==> src/rtl/pipe_ctrl_pkg.sv <==
// pipe_ctrl_pkg: shared state encoding and constants for the pipeline controller
package pipe_ctrl_pkg;
  typedef enum logic [1:0] {
    IDLE     = 2'd0,
    RUN      = 2'd1,
    MEM_WAIT = 2'd2,
    ERROR    = 2'd3
  } state_t;
  localparam logic [4:0] REG_X0 = 5'd0;
  localparam int CNT_W_DEF = 32;
  localparam int WAIT_W = 16;
endpackage

==> src/rtl/load_use_detect.sv <==
// load_use_detect: flags an ID instruction that reads the destination of a load in EX
module load_use_detect
  import pipe_ctrl_pkg::*;
(
  input  logic [4:0] id_rs1_i,
  input  logic [4:0] id_rs2_i,
  input  logic       id_uses_rs2_i,
  input  logic       ex_memread_i,
  input  logic [4:0] ex_rd_i,
  output logic       hazard
);
  assign hazard = ex_memread_i && ex_rd_i != REG_X0 &&
                  (ex_rd_i == id_rs1_i || (id_uses_rs2_i && ex_rd_i == id_rs2_i));
endmodule

==> src/rtl/pipe_ctrl.sv <==
// pipe_ctrl: stall/flush sequencer with start FSM, memory timeout and perf counters
module pipe_ctrl
  import pipe_ctrl_pkg::*;
#(
  parameter int CNT_W       = CNT_W_DEF,
  parameter int MEM_TIMEOUT = 255
) (
  input  logic             clk_i,
  input  logic             rst_i,
  input  logic             start_i,
  input  logic [4:0]       id_rs1_i,
  input  logic [4:0]       id_rs2_i,
  input  logic             id_uses_rs2_i,
  input  logic             ex_memread_i,
  input  logic [4:0]       ex_rd_i,
  input  logic             id_branch_taken_i,
  input  logic             mem_req_i,
  input  logic             mem_ack_i,
  input  logic             wb_valid_i,
  output logic             pc_write_o,
  output logic             ifid_write_o,
  output logic             ifid_flush_o,
  output logic             idex_bubble_o,
  output logic             pipe_hold_o,
  output logic             mem_timeout_o,
  output logic [1:0]       state_o,
  output logic [CNT_W-1:0] stall_cnt_o,
  output logic [CNT_W-1:0] retire_cnt_o
);
  localparam logic [WAIT_W-1:0] TIMEOUT = WAIT_W'(MEM_TIMEOUT);
  localparam logic [CNT_W-1:0] ONE = CNT_W'(1);
  state_t state, state_nxt;
  logic [WAIT_W-1:0] wait_cnt, wait_nxt;
  logic hazard, active, mem_stall;
  load_use_detect u_lud (
    .id_rs1_i      (id_rs1_i),
    .id_rs2_i      (id_rs2_i),
    .id_uses_rs2_i (id_uses_rs2_i),
    .ex_memread_i  (ex_memread_i),
    .ex_rd_i       (ex_rd_i),
    .hazard        (hazard)
  );
  assign active = state == RUN || state == MEM_WAIT;
  assign mem_stall = active && mem_req_i && !mem_ack_i;
  assign state_o = state;
  assign mem_timeout_o = state == ERROR;
  always_comb begin
    state_nxt = state;
    wait_nxt = wait_cnt;
    pc_write_o = 1'b0;
    ifid_write_o = 1'b0;
    ifid_flush_o = 1'b0;
    idex_bubble_o = 1'b0;
    pipe_hold_o = 1'b1;
    if (state == IDLE) begin
      state_nxt = start_i ? RUN : IDLE;
    end else if (mem_stall) begin
      state_nxt = MEM_WAIT;
      if (state == MEM_WAIT) begin
        wait_nxt = wait_cnt + 1'b1;
        state_nxt = wait_nxt == TIMEOUT ? ERROR : MEM_WAIT;
      end
    end else if (active) begin
      // a load-use stall masks the branch: its operands are stale this cycle
      state_nxt = RUN;
      wait_nxt = '0;
      pipe_hold_o = 1'b0;
      pc_write_o = !hazard;
      ifid_write_o = !hazard;
      idex_bubble_o = hazard;
      ifid_flush_o = !hazard && id_branch_taken_i;
    end
  end
  always_ff @(posedge clk_i) begin
    if (rst_i) begin
      state <= IDLE;
      wait_cnt <= '0;
      stall_cnt_o <= '0;
      retire_cnt_o <= '0;
    end else begin
      state <= state_nxt;
      wait_cnt <= wait_nxt;
      if (active && !pc_write_o && stall_cnt_o != '1) stall_cnt_o <= stall_cnt_o + ONE;
      if (wb_valid_i && !pipe_hold_o && retire_cnt_o != '1) retire_cnt_o <= retire_cnt_o + ONE;
    end
  end
endmodule

==> config.mk <==
export PLATFORM = sky130hd
export DESIGN_NAME = pipe_ctrl
export DESIGN_NICKNAME = d
export VERILOG_FILES = /design/src/rtl/pipe_ctrl_pkg.sv /design/src/rtl/load_use_detect.sv /design/src/rtl/pipe_ctrl.sv
export SDC_FILE = /design/constraint.sdc
export NUM_CORES = 1
export LEC_CHECK = 0
export CORE_UTILIZATION = 41
export DETAILED_ROUTE_END_ITERATION = 10
export PLACE_DENSITY = 0.68
export SYNTH_ARGS = -nofsm -noshare
export SYNTH_HDL_FRONTEND = slang
export SYNTH_SLANG_ARGS = --single-unit
==> constraint.sdc <==
create_clock -name clk_i -period 3 [get_ports clk_i]
set_input_delay 0.6 -clock clk_i [delete_from_list [all_inputs] [get_ports clk_i]]
set_output_delay 0.6 -clock clk_i [all_outputs]
set_load 0.02 [all_outputs]
# --- Yosys cells after proc, flatten, opt, wreduce, memory -nomap -nowiden ---
# Index checks and enable logic that the tools add are counted.
word_totals:
  register_bits: 82
  output_inout_bits: 72
  elab_cells: 59
  in_bits: 24
classes:
  bitwise_logic: 1
  n_reduce_logical: 21
  mux: 21
  eq_ne: 9
  add_sub_neg: 3
ops:
  columns: ["operator", "count"]
  rows:
  - ["$add 32x1->32 const B", 2]
  - ["$ne 32x32->1 const B", 2]
  - ["$mux 16", 3]
  - ["$add 16x1->16 const B", 1]
  - ["$eq 16x8->1 const B", 1]
  - ["$mux 1", 15]
  - ["$eq 5x5->1", 2]
  - ["$logic_and 1x1->1", 10]
  - ["$mux 2", 3]
  - ["$reduce_bool 5->1", 1]
  - ["$eq 2x2->1 const B", 2]
  - ["$logic_not 1->1", 4]
  - ["$reduce_and 3->1", 1]
  - ["$reduce_bool 3->1", 1]
  - ["$eq 2x1->1 const B", 1]
  - ["$logic_not 2->1", 1]
  - ["$logic_or 1x1->1", 2]
  - ["$ne 2x1->1 const B", 1]
  - ["$reduce_bool 2->1", 1]
  - ["$not 1->1", 1]

# --- Depth between registers and ports, before layout ---
logic_depth:
  word_depth: 11
  mapped_depth: 9

# --- By module ---
# Synthesis repeated with hierarchy kept, for this count alone.
unflattened:
  hier_cells: 585
  area_unflattened_um2: 4783.3
by_module_without_submodules:
  columns: ["module", "instances", "cells_per_inst", "area_per_inst_um2"]
  rows:
  - ["pipe_ctrl", 1, 568, 4650.7]
  - ["load_use_detect", 1, 17, 132.6]

# --- Worst setup path before layout ---
# OpenSTA, ideal clock, no wires.
synth_timing:
  path_kind: "flip-flop to output port"
  startpoint: "register state[0], in the netlist state_o[0]"
  endpoint: "output port ifid_flush_o"
  n_path_buf: 2
  required_ns: 2.400
  stages_incl_launch_ff: 9
  t_arrival_ns: 2.203
  path_slack_ns: 0.197
  path_cell_list: "dfxtp_1 -> inv_1 -> ha_1 -> nor2b_1 -> nand2_1 -> a21oi_4 -> buf_4 -> buf_4 -> and2_1"
synth_between:
  elab_chain_cells: 6
synth_lines:
  columns: ["element", "line", "text"]
  rows:
  - ["start: declaration", "pipe_ctrl.sv:32", "state_t state, state_nxt;"]
  - ["start signal: assignment", "pipe_ctrl.sv:81", "state <= state_nxt;"]
  - ["$eq 2x1->1 / $eq 2x2->1 (equally long branches)", "pipe_ctrl.sv:43", "assign active = state == RUN || state == MEM_WAIT;"]
  - ["$logic_or 1x1->1", "pipe_ctrl.sv:43", null]
  - ["$logic_and 1x1->1 (2 in series)", "pipe_ctrl.sv:44", "assign mem_stall = active && mem_req_i && !mem_ack_i;"]
  - ["$mux 1", "pipe_ctrl.sv:57", "end else if (mem_stall) begin"]
  - ["$mux 1 (*)", "pipe_ctrl.sv:55", "if (state == IDLE) begin"]
  - ["end: declaration", "pipe_ctrl.sv:22", "output logic ifid_flush_o,"]
# Mark *: on every way between the ends. The rest lies on a longest branch, timed or not.

# --- Worst setup path in the final report ---
layout_timing:
  startpoint: "input port ex_rd_i[3]"
  endpoint: "output port ifid_flush_o"
layout_between:
  elab_chain_cells: 9
layout_lines:
  columns: ["element", "line", "text"]
  rows:
  - ["start: declaration", "pipe_ctrl.sv:15", "input logic [4:0] ex_rd_i,"]
  - ["$eq 5x5->1", "load_use_detect.sv:13", "(ex_rd_i == id_rs1_i || (id_uses_rs2_i && ex_rd_i == id_rs2_i));"]
  - ["$logic_and 1x1->1", "load_use_detect.sv:13", null]
  - ["$logic_or 1x1->1", "load_use_detect.sv:13", null]
  - ["$logic_and 1x1->1 (*)", "load_use_detect.sv:12", "assign hazard = ex_memread_i && ex_rd_i != REG_X0 &&"]
  - ["$logic_not 1->1 (*)", "pipe_ctrl.sv:71", "ifid_flush_o = !hazard && id_branch_taken_i;"]
  - ["$logic_and 1x1->1 (*)", "pipe_ctrl.sv:71", null]
  - ["$mux 1 (*)", "pipe_ctrl.sv:63", "end else if (active) begin"]
  - ["$mux 1 (*)", "pipe_ctrl.sv:57", null]
  - ["$mux 1 (*)", "pipe_ctrl.sv:55", null]
# Marks and branches as above.

==> results.toml <==
[sta]
finalCriticalPeriod_ps = 2891
setup_tns_ps = 0
rsz0062_at_grt = "no"
max_slew.worst_pin.slew_ps = 603.3
setup_viol = 0
drv_slew = 0
hold_viol = 0
relSlewSlack_pct = 59.63
finalCritPeriodShare_pct = 96.36
clock.fmax_ghz = 0.3459
clock_skew_ps = 10.87

[placed_design]
hpwl_um = 8260
port_buffers = 95
place.gp.congestion = 0.8269

[drt]
drc = 0
num_vias = 4582
wl_per_cell_um = 14.90
viasPerCell = 5.685
wirelength_um = 12010
dr.pass1.iters = 5
ant_nets = 0
dr.first_iter.drc_count = 272

[clock_tree]
h-tree-depth = 3
clockRootBuffer = "clkbuf_16"
cts_buffers = 9
cts_tree = "yes"
cts_buffer_depth = 2
clock-sinks = 82
clkSlewWorstSetupHoldPaths_ps = 70
clock_latency_ps = 340

[floorplanning]
die_x_um = 109.0
coreArea_sq_um = 10980
rows = 38
die_h_um = 109.0
io_pins = 96
dieArea_sq_um = 11890
start_util_pct = 42.77

[power]
seqPwrFrac_pct = 45.3
intPower_mw = 1.825
combPwrFrac_pct = 7.1
clock_power_share_pct = 47.5
vdd_ir_drop_max_mv = 0.3429
p_leak_nw = 2.109
power_density_nw_per_um2 = 396.9
total_power_mw = 2.424
swShare_pct = 24.69
p_switching_mw = 0.5986

[status]
outcome = "complete, no violations"

[yosys]
synth_compound_gate_area_share_pct = 13.53
synth_seq_cells = 82
yosys.area_share.adder_pct = 2.131
synth_area_leader_cell = "dfxtp_1"
yosys.area_share.simple_pct = 33.99
synth_enable_flop_cells = 0
netlist_top_cells_count = "dfxtp_1 (82), nor2_1 (68), a21oi_1 (41), nand2_1 (32), nand4_1 (32)"
async_flop_share_pct = 0
synth.most_common_cell = "dfxtp_1"
synthMuxAreaShare_pct = 3.063
synthesis.area_sq_um = 4697
synth_xor_area_share_pct = 8.391
synth_top_family_by_area = "simple AND/OR/NAND/NOR gates"
synth_flop_cell = "dfxtp_1"
syn-instance-count = 566
seq_area_frac_synth_pct = 34.95
ys_top_cells_by_area = "dfxtp_1 (35%), nor2_1 (5.4%), xor2_1 (4.7%)"
synth_cell_types = 58
synth.avg_cell_area_sq_um = 8.299
synth_fp_nets = 598
yosysWarnings = 0
synth_top_area_share_pct = 34.95

[global_routing]
grt_max_degree = 94
grt_pass1_wl_um = 19660
grt-ovfl-total = 0
antenna_found_initial = 0
grt_use_total_pct = 20.78
grt_pass1_vias = 4085

[finish]
diodes = 0
num-nets-final = 693
fillCellCount = 1005
area.growth.synth_to_final_pct = 30.02
layout-drive-gt1-share_pct = 9.610
multiInputGateArea_sq_um = 2870
seqCellArea_sq_um = 1642

[critical_path]
critical_path_class = "input port to output port"
cp-end-kind = "output port"
cp-start-kind = "input port"
worst_ep_arrival_time_ps = 2290
crit_required_ps = 2400
path_max_fanout = 4

[run]
maxCapViolCount = 0

[min_path]
hp-class = "register to register"
power groups by stage:
stage               Sequential (mW)  Combinational (mW)  Clock [mW]
detailed placement             1.12               0.175           0
finish                         1.10               0.173        1.15
floorplan                      1.13              0.0926           0
global placement               1.12               0.171           0
CTS                            1.10               0.175        1.18
global route                   1.10               0.189        1.22
kinds of logic after synthesis:
| group | Yosys count |
|---|---|
| compound gates | 102 |
| mux | 13 |
| buf+inv | 40 |
| simple gates | 276 |
| fa+ha+maj | 8 |
| flops | 82 |
| xor+xnor | 45 |
through the flow:
stage	util (%)	cell area [sq um]	hold slack (ps)	cells	setup slack, ps
2_1_floorplan	-	4697	479.0	566	196.6
3_3_place_gp	52.94	5814	480.0	790	-389.4
3_5_place_dp	52.94	5814	492.0	790	-408.4
4_1_cts	55.71	6118	503.1	806	-60.23
5_1_grt	55.60	6107	530.1	806	15.53
6_report	55.60	6107	496.4	806	109.3
sequential cells by signal (all words and copies together), names as in the netlist:
name / cells
retire_cnt_o: 32
stall_cnt_o: 32
wait_cnt: 16
state_o: 2
final timing paths:
path | start | to | slack, ps | depth (start not counted)
setup reg to reg | stall_cnt_o[0] | stall_cnt_o[4] | 500 | 7
setup / recovery | ex_rd_i[3] | ifid_flush_o | 110 | 6
hold reg to reg | stall_cnt_o[17] | stall_cnt_o[17] | 500 | 2
hold / removal | stall_cnt_o[17] | stall_cnt_o[17] | 500 | 2
layer usage:
metal | vias up | global-route usage [%] | wire length (um)
li1 | 2287 | - | -
met1 | 2181 | 27.62 | 5511
met2 | 96 | 33.29 | 5806
met3 | 18 | 4.304 | 471
met4 | 0 | 7.143 | 217
met5 | - | 0 | 0
timing repair:
action / CTS / global route
pin swaps: 0 / 2
buffers inserted: 0 / 0
cloned: 0 / 0
setup endpoints to repair: 4 / 3
resized for setup: 6 / 6
hold buffers: 0 / 0
cell type report:
class	instances	area share (%)
Sequential cell	82	26.88
Clock inverter	7	1.332
Inverter	13	0.7990
Clock buffer	9	3.688
Tap cell	140	2.868
Timing Repair Buffer	111	17.43
Multi-Input combinational cell	444	47.00
critical path, cell delays in order:
cell and delay [ps]:
clkdlybuf4s50_1 420, or4_1 510, o21a_1 240, a21oi_4 220
and2_1 150, buf_2 150
layout by cell type, fill, tap and decap left out, types with 20 or more instances in the layout:
| cell type | instances |
|---|---|
| a21oi_1 | 41 |
| clkdlybuf4s50_1 | 89 |
| dfxtp_1 | 82 |
| nand2_1 | 32 |
| nand3_1 | 30 |
| nand4_1 | 32 |
| nor2_1 | 68 |
| o21ai_0 | 20 |
| or4_1 | 21 |
| xnor2_1 | 20 |
| xor2_1 | 25 |
(Power assumes the default switching activity.)
